<file path="src/rtl/protect_sequencer.sv">
// Power-stage protection sequencer: PFC soft-start, inverter enable, fault trip/hold/lock.
// Optional macro FAULT_AUTO_RETRY_EN enables automatic restart after the hold period.
module protect_sequencer #(
    parameter logic [15:0] START_DLY = 16'd5000,
    parameter logic [15:0] HOLD_CYC  = 16'd50000,
    parameter logic [1:0]  MAX_RETRY = 2'd3
) (
    input  logic       CLK_50M,
    input  logic       Rst,
    input  logic       Run_En,
    input  logic       Fault_Clr,
    input  logic [5:0] Flt_n,
    output logic       PFC_En,
    output logic       Inv1_En,
    output logic       Inv2_En,
    output logic       Fault_Int,
    output logic [5:0] Fault_Code,
    output logic [5:0] Fault_All,
    output logic [2:0] State,
    output logic [1:0] Retry_Cnt
);

    typedef enum logic [2:0] {
        S_IDLE  = 3'd0,
        S_START = 3'd1,
        S_RUN   = 3'd2,
        S_TRIP  = 3'd3,
        S_HOLD  = 3'd4,
        S_LOCK  = 3'd5
    } state_t;

`ifdef FAULT_AUTO_RETRY_EN
    localparam logic AUTO_RETRY = 1'b1;
`else
    localparam logic AUTO_RETRY = 1'b0;
`endif

    state_t      state_q, state_d;
    logic        run_s1_q, run_s2_q;
    logic        clr_s1_q, clr_s2_q, clr_s3_q;
    logic [15:0] cnt_q, cnt_d;
    logic        pfc_q, pfc_d;
    logic        inv_q, inv_d;
    logic        fint_q, fint_d;
    logic [5:0]  code_q, code_d;
    logic [5:0]  all_q, all_d;
    logic [1:0]  retry_q, retry_d;

    logic        run_ok, clr_rise, flt_ok;
    logic        start_done, hold_done, clear_ok, retry_ok, retry_go;

    assign run_ok     = run_s2_q;
    assign clr_rise   = clr_s2_q & ~clr_s3_q;
    assign flt_ok     = (Flt_n == 6'h3F);
    // Counter holds cycles already spent in the state; a zero delay exits at once.
    assign start_done = (START_DLY == 16'd0) || (cnt_q >= START_DLY - 16'd1);
    assign hold_done  = (HOLD_CYC == 16'd0) || (cnt_q >= HOLD_CYC - 16'd1);
    assign clear_ok   = (state_q == S_LOCK) && clr_rise && flt_ok;
    assign retry_ok   = AUTO_RETRY && (retry_q < MAX_RETRY) && flt_ok && run_ok;
    assign retry_go   = (state_q == S_HOLD) && (state_d == S_START);

    // State, synchronizer and output registers
    always_ff @(posedge CLK_50M or posedge Rst) begin
        if (Rst) begin
            state_q  <= S_IDLE;
            run_s1_q <= 1'b0;
            run_s2_q <= 1'b0;
            clr_s1_q <= 1'b0;
            clr_s2_q <= 1'b0;
            clr_s3_q <= 1'b0;
            cnt_q    <= 16'd0;
            pfc_q    <= 1'b0;
            inv_q    <= 1'b0;
            fint_q   <= 1'b1;
            code_q   <= 6'd0;
            all_q    <= 6'd0;
            retry_q  <= 2'd0;
        end else begin
            state_q  <= state_d;
            run_s1_q <= Run_En;
            run_s2_q <= run_s1_q;
            clr_s1_q <= Fault_Clr;
            clr_s2_q <= clr_s1_q;
            clr_s3_q <= clr_s2_q;
            cnt_q    <= cnt_d;
            pfc_q    <= pfc_d;
            inv_q    <= inv_d;
            fint_q   <= fint_d;
            code_q   <= code_d;
            all_q    <= all_d;
            retry_q  <= retry_d;
        end
    end

    // Next-state logic; a fault outranks a run-command drop
    always_comb begin
        state_d = state_q;
        case (state_q)
            S_IDLE:  if (run_ok && flt_ok) state_d = S_START;
            S_START: begin
                if (!flt_ok)         state_d = S_TRIP;
                else if (!run_ok)    state_d = S_IDLE;
                else if (start_done) state_d = S_RUN;
            end
            S_RUN: begin
                if (!flt_ok)      state_d = S_TRIP;
                else if (!run_ok) state_d = S_IDLE;
            end
            S_TRIP:  state_d = S_HOLD;
            S_HOLD:  if (hold_done) state_d = retry_ok ? S_START : S_LOCK;
            S_LOCK:  if (clear_ok) state_d = S_IDLE;
            default: state_d = S_IDLE;
        endcase
    end

    // Outputs are computed from the next state so they change on the same edge
    always_comb begin
        pfc_d   = (state_d == S_START) || (state_d == S_RUN);
        inv_d   = (state_d == S_RUN);
        fint_d  = fint_q;
        code_d  = code_q;
        all_d   = all_q;
        retry_d = retry_q;
        cnt_d   = cnt_q;

        if (state_d != state_q)
            cnt_d = 16'd0;
        else if (((state_q == S_START) || (state_q == S_HOLD)) && (cnt_q != 16'hFFFF))
            cnt_d = cnt_q + 16'd1;

        if (state_d == S_TRIP) begin
            fint_d = 1'b0;
            if (code_q == 6'd0)
                code_d = ~Flt_n;
        end
        if ((state_d == S_TRIP) || (state_d == S_HOLD) || (state_d == S_LOCK))
            all_d = all_q | ~Flt_n;

        if (retry_go) begin
            fint_d  = 1'b1;
            retry_d = retry_q + 2'd1;
        end

        if (clear_ok) begin
            fint_d  = 1'b1;
            code_d  = 6'd0;
            all_d   = 6'd0;
            retry_d = 2'd0;
        end
    end

    assign PFC_En     = pfc_q;
    assign Inv1_En    = inv_q;
    assign Inv2_En    = inv_q;
    assign Fault_Int  = fint_q;
    assign Fault_Code = code_q;
    assign Fault_All  = all_q;
    assign State      = state_q;
    assign Retry_Cnt  = retry_q;

endmodule

</file>
<file path="config.mk">
export PLATFORM = sky130hd
export DESIGN_NAME = protect_sequencer
export DESIGN_NICKNAME = d
export VERILOG_FILES = /design/src/rtl/protect_sequencer.sv
export SDC_FILE = /design/constraint.sdc
export NUM_CORES = 1
export LEC_CHECK = 0
export ABC_AREA = 1
export BUFFER_PORTS_ARGS = -buffer_cell sky130_fd_sc_hd__buf_2
export CAP_MARGIN = 15
export CORE_ASPECT_RATIO = 0.8
export CORE_MARGIN = 2
export CORE_UTILIZATION = 35
export CTS_CLUSTER_SIZE = 20
export DETAILED_ROUTE_END_ITERATION = 7
export HOLD_SLACK_MARGIN = 0.12
export PLACE_DENSITY_LB_ADDON = 0.05
export SLEW_MARGIN = 20
export SYNTH_ARGS = -nofsm -noshare
export SYNTH_HDL_FRONTEND = slang
export SYNTH_SLANG_ARGS = --single-unit
export TNS_END_PERCENT = 10
</file>
<file path="constraint.sdc">
create_clock -name CLK_50M -period 2.3 [get_ports CLK_50M]
set_clock_uncertainty 0.1 [all_clocks]
set_input_delay 0.345 -clock CLK_50M [delete_from_list [all_inputs] [get_ports CLK_50M]]
set_output_delay 0.345 -clock CLK_50M [all_outputs]
set_load 0.02 [all_outputs]
</file>
# ---- After elaboration in Yosys (flattened, before gate mapping)
# Cells that the tools add are included.
dict set report op_classes {
  n_addsub 2
  mul 0
  div_mod_pow 0
  n_lt_le_gt_ge 2
  eq_ne 13
  shifts 0
  n_mux 21
  n_bitwise 4
  reduce_logical 18
}
# op n
set ops {}
lappend ops {{$mux 16} 2}
lappend ops {{$mux 6} 5}
lappend ops {{$mux 3} 8}
lappend ops {{$pmux 3 s6} 1}
lappend ops {{$add 16x1->16 const B} 1}
lappend ops {{$ge 16x13->1 const B} 1}
lappend ops {{$ge 16x16->1 const B} 1}
lappend ops {{$ne 16x16->1 const B} 1}
lappend ops {{$eq 3x2->1 const B} 4}
lappend ops {{$eq 3x3->1 const B} 4}
lappend ops {{$reduce_bool 2->1} 5}
lappend ops {{$eq 3x1->1 const B} 2}
lappend ops {{$eq 6x6->1 const B} 1}
lappend ops {{$logic_not 6->1} 1}
lappend ops {{$not 6->6} 1}
lappend ops {{$or 6x6->6} 1}
lappend ops {{$logic_and 1x1->1} 5}
lappend ops {{$logic_or 1x1->1} 4}
lappend ops {{$mux 2} 2}
lappend ops {{$logic_not 3->1} 1}
lappend ops {{$mux 1} 3}
lappend ops {{$ne 3x3->1} 1}
lappend ops {{$reduce_bool 3->1} 1}
lappend ops {{$add 2x1->2 const B} 1}
lappend ops {{3 further kinds} 3}
dict set report word_totals {
  regBits 41
  latchBits 0
  ram_bits 0
  romBits 0
  input_bits 10
  output_inout_bits 21
  elab_cells 73
  mem_count 0
}

# ---- Depth between registers and ports, before layout
# Gate-level depths: netlist (run 1).
dict set report logic_depth {
  ltp_word 11
  mapped_depth 15
  depth_no_buf 14
}

# ---- Worst setup path after synthesis (run 1)
# No wires, ideal clock.
dict set report synth_timing {
  path_kind {reg-to-reg}
  start {register cnt_q[0]}
  end {register cnt_q[10]}
  setup_ps 121
  t_arrival_ps 1631
  t_required_ps 2079
  path_slack_ps 448
  stages_incl_launch_ff 12
  n_path_buf 1
  period_less_slack_ps 1852
  cell_sequence {dfrtp_1 ha_1 nand2_1 nor2_2 o21ai_0 a21oi_1 nor2_1 nand2_4 xor2_2 nand2_4 buf_6 nor2_2}
}
dict set report synth_via {
  elab_chain_len 7
  word_cells_on_any_way 14
  classes_between {1 x add/sub; 2 x order compare; 2 x eq/ne; 7 x mux; 2 x reduce/logical}
}
# item line_no
set synth_lines {}
lappend synth_lines {{start, declared} 41} ;# logic [15:0] cnt_q, cnt_d;
lappend synth_lines {{start signal, assigned} 85} ;# cnt_q <= cnt_d;
lappend synth_lines {{$ge 16x13->1} 56} ;# assign start_done = (START_DLY == 16'd0) || (cnt_q >= START_DLY - 16'd1);
lappend synth_lines {{$mux 3} 103} ;# else if (start_done) state_d = S_RUN;
lappend synth_lines {{$mux 3} 102} ;# else if (!run_ok) state_d = S_IDLE;
lappend synth_lines {{$mux 3} 101} ;# if (!flt_ok) state_d = S_TRIP;
lappend synth_lines {{$pmux 3 s6 *} 98} ;# case (state_q)
lappend synth_lines {{net state_d[0]} 38} ;# state_t state_q, state_d;
lappend synth_lines {{$ne 3x3->1 *} 126} ;# if (state_d != state_q)
lappend synth_lines {{$mux 16 or $reduce_bool 2->1 (tied branches)} -}
# The timed path passes the listed nets; every way through them passes the cells marked *. The select of a mux whose other input is x is not followed.
# A chain may end at the register's enable or synchronous reset.

# ---- Final worst setup path (run 1)
dict set report layout_timing {
  start {register cnt_q[0]}
  end {register cnt_q[13]}
}
dict set report layout_via {
  elab_chain_len 7
  word_cells_on_any_way 14
  classes_between {1 x add/sub; 2 x order compare; 2 x eq/ne; 7 x mux; 2 x reduce/logical}
}
# item line_no
set layout_lines {}
lappend layout_lines {{$ge 16x13->1} 56}
lappend layout_lines {{$mux 3} 103}
lappend layout_lines {{$mux 3} 102}
lappend layout_lines {{$mux 3} 101}
lappend layout_lines {{$pmux 3 s6} 98}
lappend layout_lines {{$ne 3x3->1} 126}
lappend layout_lines {{$mux 16 or $reduce_bool 2->1 (tied branches)} -}
# Parallel ways exist; a longest one is shown, timed or not. The select of a mux whose other input is x is not followed.

==> summary.md, run 1 <==
| Metric | Value |
|---|---|
| Total track usage | 14.52% |
| Crit path top cell by count | nand2_1 |
| Initial Util | 36.50% |
| Area Growth Syn to Fin | 17.27% |
| Cell Chain, Critical Path | ha_1 > nand2_1 > nor2_2 > nand3_1 > nor2_2 > nand3_1 > nand2_2 > inv_2 > nand2_1 > nor2_1 > nand2_1 > nand2_1 > nand2_1 > nor2_2 |
| Pwr Density | 996.5 nW/um^2 |
| Top cells by count, synth | nand2_1 (75), dfrtp_1 (40), nor2_1 (30), inv_1 (29), nand3_1 (26) |
| Cell area after synthesis | 2181 um^2 |
| Die area | 6882 um^2 |
| Final max-slew violation count | 0 |
| DR DRC count | 0 |
| Vias | 1,697 |
| Internal | 1.436 mW |
| Finish-stage setup viols | 0 |
| Post-synth EDFFs | 0 |
| Area leader, netlist | dfrtp_1 |
| Synth Flop Type | dfrtp_1 |
| Antenna-violating nets left | 0 |
| Yosys reg bits | 41 |
| Mapped Cells | 274 |
| CTS Buf Count | 5 |
| Placer congestion estimate | 0.7575 |
| Register share of total power | 36.5% |
| Slew HR | 66.09% |
| CTS Root Cell | clkbuf_8 |
| Initial antenna violation count | 0 |
| Core ar. | 5974 um^2 |
| Layout cell share with drive strength beyond 1 | 23.89% |
| Placed Area | 2421 um^2 |
| CP delay by family, top | simple AND/OR/NAND/NOR gates |
| Share of Yosys cell area claimed by the top area cell type | 45.90% |
| Startpoint types | flop |
| Synth top area cells | dfrtp_1 (46%), nand2_1 (13%), nand3_1 (6.0%) |
| Vias in the first global route | 1,624 |
| Die Wd | 92.26 um |
| Standard-cell rows | 25 |
| WL/cell | 11.32 um |
| CP endpoint kind | flop |
| PnR Total Power | 2.549 mW |
| CTS sink cnt | 41 |
| FF+latch area | 1027 um^2 |
| Switching power | 1.113 mW |
| RSZ-0062 raised after global routing | no |
| Filler cells | 627 |
| Worst slew pin tran | 0.5086 ns |
| Iter 0 DRT Violations | 109 |
| First-pass GRT wire length | 7831 um |
| Clock Pin Slew Worst Setup and Hold Paths | 0.08 ns |
| Synth cell types | 31 |
| Ant diodes | 0 |
| Combinational power share | 43.3% |
| CTS H-tree depth | 2 |
| Yosys warns | 0 |
| IO Port Bufs | 30 |
| Worst EP arrival | 2.13 ns |
| Die H | 74.60 um |
| Router iterations before antenna repair | 4 |
| Worst skew pair latency | 0.28 ns |
| Final hold vios | 0 |
| Avg Cell Area, Syn | 7.959 um^2 |
| HP Class | in2reg |
| Final Util | 42.81% |
| Asr flop ratio synth | 100.0% |
| Status | complete, no violations |
| WS Path Type | reg2reg |
| Setup TNS | 0 ns |
| Routed vias/inst | 4.296 |
| Worst vdd ir | 0.4696 mV |
| Critical path fanouts, max | 12 |
| Final min period | 2.058 ns |
| Final Net Count | 324 |
| Fmax | 0.4858 GHz |
| Period utilisation layout | 89.50% |
| Design Area, Final | 2557 um^2 |
| Largest net degree at the start of global routing | 42 |
| Worst EP required | 2.37 ns |
| WP buf/inv | 1 |
| TritonCTS clock tree | built |
| Crit path largest cell delay | 0.40 ns |
| WL final | 4471 um |
| Multi-input gate area | 989.7 um^2 |
| Seq/Total Area, Yosys | 47.10% |
| Max Cap Violations | 0 |
| P_leak | 1.274 nW |
| Count leader, synth | nand2_1 |
| Syn nets | 285 |
| # Post-CTS Setup Buffers | 0 |
| Io pins | 31 |
| Total gr overflow | 0 |
| Hpwl dp | 3394 um |
| Slowest CP cell | dfrtp_1 |
| Clock power share | 20.2% |
| CTS max path bufs | 2 |
| Net Sw Frac | 43.66% |
stage by stage:
step | std cells | hold slack, ns | setup slack [ns]
after global placement | 384 | 0.2380 | 0.1226
after floorplan | 274 | 0.2312 | 0.4484
after detailed placement | 384 | 0.2387 | 0.1321
final | 395 | 0.2435 | 0.2416
after CTS | 395 | 0.2261 | 0.1126
after global routing | 395 | 0.2493 | 0.0006242
power by group through the flow:
stage | Sequential [mW] | Combinational [mW] | Clock, mW
floorplan | 1.06 | 0.768 | 0
finish | 0.931 | 1.10 | 0.515
global route | 0.950 | 1.25 | 0.572
global placement | 0.945 | 1.12 | 0
detailed placement | 0.946 | 1.12 | 0
CTS | 0.932 | 1.13 | 0.533
worst min-delay path: stages:
cell     delay, ns
buf_2         0.09
inv_1         0.05
nand2_1       0.06
nand2_1       0.05
per-layer routing:
layer / vias to the layer above / wire length [um] / part of all wire [%] / GRT usage, %
li1: 927 / - / - / -
met1: 747 / 2659 / 59 / 23.68
met2: 21 / 1644 / 37 / 19.04
met3: 2 / 141 / 3.2 / 3.141
met4: 0 / 25 / 0.56 / 3.483
met5: - / 0 / 0 / 0
what timing repair did:
| action | CTS | global route |
|---|---|---|
| gates resized for setup | 0 | 1 |
| endpoints found under the setup margin | 0 | 9 |
| hold endpoints to repair | 42 | 0 |
| hold buffers | 3 | 0 |
cells in the final DEF (no fill, tap or decap):
| master | Yosys | final |
|---|---|---|
| nor4_4 | 1 | 1 |
| a21oi_1 | 2 | 2 |
| nand2_1 | 75 | 75 |
| xnor2_1 | 1 | 1 |
| buf_2 | 0 | 30 |
| o21bai_1 | 3 | 3 |
| ha_1 | 1 | 1 |
| nand2_4 | 2 | 2 |
| clkinv_2 | 1 | 2 |
| dlygate4sd3_1 | 0 | 3 |
| nand3_1 | 26 | 25 |
| or2_0 | 1 | 1 |
| inv_2 | 4 | 4 |
| a21o_1 | 1 | 1 |
| nand4_1 | 5 | 5 |
| nor3b_1 | 1 | 1 |
| o21ai_0 | 4 | 4 |
| nor4_1 | 1 | 1 |
| nor2_2 | 16 | 16 |
| buf_4 | 1 | 3 |
| xor2_1 | 11 | 11 |
| xor2_2 | 1 | 1 |
| dfrtp_1 | 40 | 40 |
| nor3_1 | 6 | 6 |
| inv_4 | 1 | 1 |
| nand3_2 | 1 | 2 |
| nor2_1 | 30 | 30 |
| clkbuf_8 | 0 | 7 |
| or2_2 | 1 | 1 |
| dfstp_2 | 1 | 1 |
| nand2_2 | 4 | 4 |
| inv_1 | 29 | 29 |
final timing paths:
check / depth (start not counted) / start / slack [ns] / endpoint
setup / recovery: 14 / cnt_q[0] / 0.24 / cnt_q[13]
max in group asynchronous: 4 / Rst / 1.11 / Fault_Int
min in group asynchronous: 4 / Rst / 0.62 / cnt_q[13]
setup reg to reg: 14 / cnt_q[0] / 0.24 / cnt_q[13]
hold reg to reg: 0 / run_s1_q / 0.25 / run_ok
hold / removal: 4 / Flt_n[1] / 0.24 / Fault_All[1]
cells by family (layout without fill, tap and decap cells):
logic type                 Yosys count  in the layout  share of synthesized area, %
xor gates and xnor gates            13             13                         5.565
buffers and inverters               39             79                         7.745
DFF                                 41             41                         47.10
AOI/OAI and AO/OA                   10             10                         2.754
and+or+nand+nor                    170            170                         36.26
adders and majority gates            1              1                        0.5736
sequential cells by signal, indices dropped and copies added (netlist names):
| name | flops |
|---|---|
| PFC_En | 1 |
| Inv1_En | 1 |
| Retry_Cnt | 2 |
| State | 3 |
| clr_s3_q | 1 |
| Fault_All | 6 |
| run_s1_q | 1 |
| clr_s2_q | 1 |
| run_ok | 1 |
| Fault_Code | 6 |
| clr_s1_q | 1 |
| cnt_q | 16 |
| Fault_Int | 1 |
area by class of cell:
class                      count  share of cell area [%]
inverter                      35                   5.284
timing repair buffer          36                   7.926
clock inverter                 1                  0.1957
clock buffer                   7                   3.767
tap                           81                   3.963
sequential                    41                   40.17
multi-input combinational    194                   38.70
No activity file was read; power rests on OpenSTA's default activity.
==> inputs of run 2 (changes only) <==
--- a/config.mk
+++ b/config.mk
@@ -7,10 +7,9 @@
 export LEC_CHECK = 0
 export ABC_AREA = 1
 export BUFFER_PORTS_ARGS = -buffer_cell sky130_fd_sc_hd__buf_2
-export CAP_MARGIN = 15
-export CORE_ASPECT_RATIO = 0.8
+export CAP_MARGIN = 5
 export CORE_MARGIN = 2
-export CORE_UTILIZATION = 35
+export CORE_UTILIZATION = 56
 export CTS_CLUSTER_SIZE = 20
 export DETAILED_ROUTE_END_ITERATION = 7
 export HOLD_SLACK_MARGIN = 0.12
==> summary.md, run 2 (same netlist as run 1, synthesis figures left out) <==
| Metric | Value |
|---|---|
| Status | complete, no violations |
| Crit path largest cell delay | 0.41 ns (about the same) |
| Clock power share | 22.9% (+2.7 points) |
| # Post-CTS Setup Buffers | 0 (unchanged) |
| Final max-slew violation count | 0 (unchanged) |
| Most flop-heavy register | cnt_q |
| Total track usage | 22.36% (+7.8 points) |
| Internal | 1.517 mW (+5.6%) |
| Cell Chain, Critical Path | ha_1 > nand2_1 > nor2_2 > o21ai_0 > a21oi_1 > nor2_1 > nand2_4 > nand3_1 > nand3_2 > nand2_1 > nand2_1 |
| PnR Total Power | 2.635 mW (+3.4%) |
| HP Class | in2reg |
| Router iterations before antenna repair | 4 (unchanged) |
| Placed Area | 2372 um^2 (-2.0%) |
| Core ar. | 3716 um^2 (-38%) |
| Slew HR | 66.79% (+0.70 points) |
| DR DRC count | 0 (unchanged) |
| Critical path fanouts, max | 7 (-5) |
| Worst setup margin | 0.2002 ns (-0.04138 ns) |
| Max reg flops | 16 (unchanged) |
| Worst slew pin tran | 0.4982 ns (-0.01043 ns) |
| CTS Buf Count | 5 (unchanged) |
| Antenna-violating nets left | 0 (unchanged) |
| CTS sink cnt | 41 (unchanged) |
| Combinational power share | 41.7% (-1.6 points) |
| Die H | 66.41 um (-11%) |
| Io pins | 31 (unchanged) |
| Crit path top cell by count | nand2_1 |
| Vias | 1,799 (+6.0%) |
| First-pass GRT wire length | 7438 um (-5.0%) |
| Switching power | 1.118 mW (+0.46%) |
| Worst vdd ir | 0.6039 mV (+29%) |
| CTS H-tree depth | 2 (unchanged) |
| Startpoint types | flop |
| RSZ-0062 raised after global routing | no |
| Die Wd | 66.41 um (-28%) |
| Setup TNS | 0 ns (unchanged) |
| Routed vias/inst | 4.983 (+16%) |
| Die area | 4410 um^2 (-36%) |
| Final hold vios | 0 (unchanged) |
| Placer congestion estimate | 0.8272 (+9.2%) |
| Period utilisation layout | 91.30% (+1.8 points) |
| Commonest non-fill, non-tap cell in the layout | nand2_1 |
| Final cell count without fillers | 361 (-8.6%) |
| Commonest non-fill, non-tap cells in the layout | nand2_1 (75), dfrtp_1 (40), nor2_1 (30), buf_2 (30), inv_1 (29) |
| Design Area, Final | 2524 um^2 (-1.3%) |
| Worst skew pair latency | 0.30 ns (+0.02 ns) |
| Largest net degree at the start of global routing | 42 (unchanged) |
| Net Sw Frac | 42.43% (-1.2 points) |
| Initial Util | 58.69% (+22 points) |
| Register share of total power | 35.4% (-1.1 points) |
| WL/cell | 11.58 um (+2.3%) |
| Max Cap Violations | 0 (unchanged) |
| Initial antenna violation count | 0 (unchanged) |
| Hpwl dp | 3081 um (-9.2%) |
| Clock Pin Slew Worst Setup and Hold Paths | 0.08 ns (about the same) |
| Pwr Density | 1044 nW/um^2 (+4.8%) |
| IO Port Bufs | 30 (unchanged) |
| Cell count after placement | 350 (-8.9%) |
| Layout cell share with drive strength beyond 1 | 23.00% (-0.88 points) |
| CP endpoint kind | flop |
| CTS max path bufs | 2 (unchanged) |
| Worst EP required | 2.39 ns (+0.02 ns) |
| WS Path Type | reg2reg |
| Setup WS pre-CTS | 0.2175 ns (+0.08540 ns) |
| Area Growth Syn to Fin | 15.72% |
| TritonCTS clock tree | built |
| Slowest CP cell | dfrtp_1 |
| Final Net Count | 323 (-0.31%) |
| Vias in the first global route | 1,740 (+7.1%) |
| Worst EP arrival | 2.19 ns (+0.06 ns) |
| Final min period | 2.100 ns (+0.04138 ns) |
| Finish-stage setup viols | 0 (unchanged) |
| Fmax | 0.4762 GHz (-2.0%) |
| Standard-cell rows | 22 (-12%) |
| WL final | 4179 um (-6.5%) |
| Ant diodes | 0 (unchanged) |
| Total gr overflow | 0 (unchanged) |
| P_leak | 1.272 nW (-0.16%) |
| Iter 0 DRT Violations | 104 (-4.6%) |
| CTS Root Cell | clkbuf_8 |
run 2: cell count changes in the layout (fill, tap and decap cells not counted), sizes merged:
cell | before | now
clkinv | 2 | 1
buf | 33 | 32
bufinv | 0 | 1
run 2: cell type report:
cell class / instances / area [um^2]
Sequential cell: 41 / 1027
Clock buffer: 7 / 86.33
Multi-Input combinational cell: 194 / 989.7
Timing Repair Buffer: 35 / 195.2
Fill cell: 329 / 1192
Inverter: 35 / 135.1
Tap cell: 48 / 60.06
Clock inverter: 1 / 30.03
run 2: path summary, 6_finish.rpt:
path	startpoint	to	slack [ns]	cells past startpoint
min in group asynchronous	Rst	cnt_q[1]	0.60	4
hold reg to reg	clr_s1_q	clr_s2_q	0.25	0
setup / recovery	cnt_q[0]	Fault_All[0]	0.20	11
max in group asynchronous	Rst	Fault_Int	1.13	4
hold / removal	Flt_n[3]	Fault_All[3]	0.22	4
setup reg to reg	cnt_q[0]	Fault_All[0]	0.20	11
run 2: routing by layer:
layer	vias to the layer above	GRT usage, %	routed length, um
met3	4	6.474	140
met5	-	0	0
met2	32	40.00	2129
li1	930	-	-
met1	833	26.10	1863
met4	0	5.612	46
run 2: power by group through the flow:
stage,sequential [mW],clock [mW],combinational [mW]
global route,0.946,0.651,1.23
global placement,0.943,0,1.10
detailed placement,0.944,0,1.10
floorplan,1.06,0,0.768
finish,0.932,0.604,1.10
CTS,0.932,0.613,1.11
run 2: per-stage QoR:
step | hold slack [ns] | utilization, %
finish | 0.2218 | 67.91
global route | 0.2379 | 67.91
CTS | 0.2140 | 67.78
detailed placement | 0.2418 | 63.84
global placement | 0.2322 | 63.84
floorplan | 0.2312 | -
run 2: critical path, delay by kind of cell, from the launching register on:
kind,cells,cell delay [ns]
and+or+nand+nor,8,0.97
DFF,1,0.41
AOI/OAI and AO/OA,2,0.28
adders and majority gates,1,0.24
run 2: timing repair:
item	CTS	global route
resized for setup	0	1
endpoints found under the hold margin	42	0
hold buffers	3	0
endpoints found under the setup margin	0	1
==> inputs of run 3 (changes only) <==
--- a/config.mk
+++ b/config.mk
@@ -9,11 +9,12 @@
 export BUFFER_PORTS_ARGS = -buffer_cell sky130_fd_sc_hd__buf_2
 export CAP_MARGIN = 5
 export CORE_MARGIN = 2
-export CORE_UTILIZATION = 56
+export CORE_UTILIZATION = 57
 export CTS_CLUSTER_SIZE = 20
 export DETAILED_ROUTE_END_ITERATION = 7
 export HOLD_SLACK_MARGIN = 0.12
 export PLACE_DENSITY_LB_ADDON = 0.05
+export SETUP_SLACK_MARGIN = 0.2
 export SLEW_MARGIN = 20
 export SYNTH_ARGS = -nofsm -noshare
 export SYNTH_HDL_FRONTEND = slang
==> summary.md, run 3 (same netlist as run 1, synthesis figures left out) <==
| Metric | Value |
|---|---|
| Io pins | 31 (unchanged) |
| Period utilisation layout | 89.27% (-2.0 points) |
| CTS Buf Count | 5 (unchanged) |
| Worst vdd ir | 0.7534 mV (+25%) |
| Max reg flops | 16 (unchanged) |
| Total track usage | 23.01% (+0.65 points) |
| CP endpoint kind | flop |
| Initial Util | 59.57% (+0.88 points) |
| CTS sink cnt | 41 (unchanged) |
| Ant diodes | 0 (unchanged) |
| Hpwl dp | 3099 um (+0.56%) |
| Status | complete, no violations |
| Commonest non-fill, non-tap cell in the layout | nand2_1 |
| Routed vias/inst | 5.019 (+0.72%) |
| Die H | 65.86 um (-0.83%) |
| WL final | 4537 um (+8.6%) |
| RSZ-0062 raised after global routing | yes |
| Placed Area | 2372 um^2 (unchanged) |
| Slowest CP cell | dfrtp_1 |
| Worst EP required | 2.40 ns (about the same) |
| Minimum hold slack | 0.2186 ns (-0.003227 ns) |
| Final cell count without fillers | 368 (+1.9%) |
| TritonCTS clock tree | built |
| Initial antenna violation count | 0 (unchanged) |
| Slew HR | 65.63% (-1.2 points) |
| FF+latch area | 1027 um^2 (unchanged) |
| Largest net degree at the start of global routing | 42 (unchanged) |
| CTS H-tree depth | 2 (unchanged) |
| Cell count after placement | 350 (unchanged) |
| WS Path Type | reg2reg |
| Vias in the first global route | 1,737 (-0.17%) |
| Most flop-heavy register | cnt_q |
| Die Wd | 65.86 um (-0.83%) |
| Finish-stage setup viols | 0 (unchanged) |
| CP delay by family, top | simple AND/OR/NAND/NOR gates |
| IO Port Bufs | 30 (unchanged) |
| HP Class | in2reg |
| Pwr Density | 1062 nW/um^2 (+1.8%) |
| Worst skew pair latency | 0.30 ns (about the same) |
| Fmax | 0.4871 GHz (+2.3%) |
| Worst EP arrival | 2.15 ns (-0.04 ns) |
| Setup TNS | 0 ns (unchanged) |
| Total gr overflow | 0 (unchanged) |
| P_leak | 1.307 nW (+2.8%) |
| Final hold vios | 0 (unchanged) |
| Layout cell share with drive strength beyond 1 | 26.88% (+3.9 points) |
| Antenna-violating nets left | 0 (unchanged) |
| WL/cell | 12.33 um (+6.5%) |
| CTS max path bufs | 2 (unchanged) |
| Crit path top cell by count | nor2_2 |
| Commonest non-fill, non-tap cells in the layout | nand2_1 (74), dfrtp_1 (40), buf_2 (30), nor2_1 (29), inv_1 (28) |
| Standard-cell rows | 22 (unchanged) |
| WP buf/inv | 1 (+1) |
| DR DRC count | 0 (unchanged) |
| Max Cap Violations | 0 (unchanged) |
| Clock Pin Slew Worst Setup and Hold Paths | 0.08 ns (about the same) |
| Vias | 1,847 (+2.7%) |
| Crit path largest cell delay | 0.37 ns (-0.04 ns) |
| Final max-slew violation count | 0 (unchanged) |
| Cell Chain, Critical Path | ha_2 > nand2_1 > nor2_2 > nand3_2 > nor2_2 > nand3_1 > nand2_2 > inv_4 > nand2_1 > nor2_1 > xnor2_1 > nor2_2 |
| Placer congestion estimate | 0.8090 (-2.2%) |
| Router iterations before antenna repair | 4 (unchanged) |
| Critical path fanouts, max | 12 (+5) |
| Final min period | 2.053 ns (-0.04669 ns) |
| Area Growth Syn to Fin | 19.85% |
| CTS Root Cell | clkbuf_8 |
| First-pass GRT wire length | 7417 um (-0.28%) |
| Worst slew pin tran | 0.5118 ns (+0.01356 ns) |
| Iter 0 DRT Violations | 169 (+63%) |
| Multi-input gate area | 1025 um^2 (+3.5%) |
| Die area | 4337 um^2 (-1.6%) |
| Design Area, Final | 2614 um^2 (+3.6%) |
| Filler cells | 301 (-8.5%) |
| Core ar. | 3661 um^2 (-1.5%) |
| Final Net Count | 330 (+2.2%) |
| Startpoint types | flop |
==> run 3: cell count changes in the layout (fill, tap and decap cells not counted), moves of 2 or more <==
cell | previous run | this run
nand3_2 | 1 | 3
nand3_1 | 26 | 24
clkinvlp_4 | 0 | 2
nor2_2 | 15 | 17
buf_4 | 2 | 8
==> run 3: path summary, 6_finish.rpt <==
check | start | end | slack (ns) | cells past startpoint
min | Flt_n[3] | Fault_All[3] | 0.22 | 4
min reg2reg | run_s1_q | run_ok | 0.25 | 0
max in group asynchronous | Rst | Fault_Int | 1.12 | 4
max | cnt_q[1] | cnt_q[10] | 0.25 | 12
min in group asynchronous | Rst | Fault_Code[1] | 0.61 | 4
max reg2reg | cnt_q[1] | cnt_q[10] | 0.25 | 12
==> run 3: repair_timing <==
action | 4_1_cts | 5_1_grt
setup endpoints to repair | 0 | 29
buffers inserted | 0 | 6
hold buffers | 3 | 0
resized for setup | 0 | 9
hold endpoints to repair | 42 | 0
==> run 3: area by class of cell <==
class / instances / share of cell area, %
tap: 48 / 2.298
multi-input combinational: 195 / 39.21
sequential: 41 / 39.30
inverter: 35 / 5.409
timing repair buffer: 41 / 9.191
clock inverter: 2 / 1.436
clock buffer: 6 / 3.159
==> run 3: per-stage QoR <==
stage / setup slack, ns / util (%) / total power, mW
detailed placement: 0.2272 / 64.80 / 2.057
global route: 0.1612 / 71.39 / 2.970
CTS: 0.2126 / 68.90 / 2.671
finish: 0.2469 / 71.39 / 2.777
global placement: 0.2519 / 64.80 / 2.044
floorplan: 0.4484 / - / 1.827
==> run 3: metal layers <==
layer  vias up  part of all wire [%]  track usage [%]
li1        944                     -                -
met1       859                    44            27.07
met2        40                    50            39.65
met3         4                   4.1            4.600
met4         0                   1.5            11.72
met5         -                     0                0
==> run 3: worst reg2reg max path, cell delays in order, from the launching register on <==
cell and delay (ns):
dfrtp_1 0.37, ha_2 0.20, nand2_1 0.07, nor2_2 0.19, nand3_2 0.12, nor2_2 0.17, nand3_1 0.10, nand2_2 0.15
inv_4 0.09, nand2_1 0.10, nor2_1 0.06, xnor2_1 0.18, nor2_2 0.06
==> run 3: where the power goes <==
part / switching (mW) / internal, mW / leakage (nW)
Sequential: 0.0934 / 0.839 / 0.508
Combinational: 0.873 / 0.364 / 0.741
Clock: 0.255 / 0.353 / 0.0574
Total: 1.22 / 1.56 / 1.31
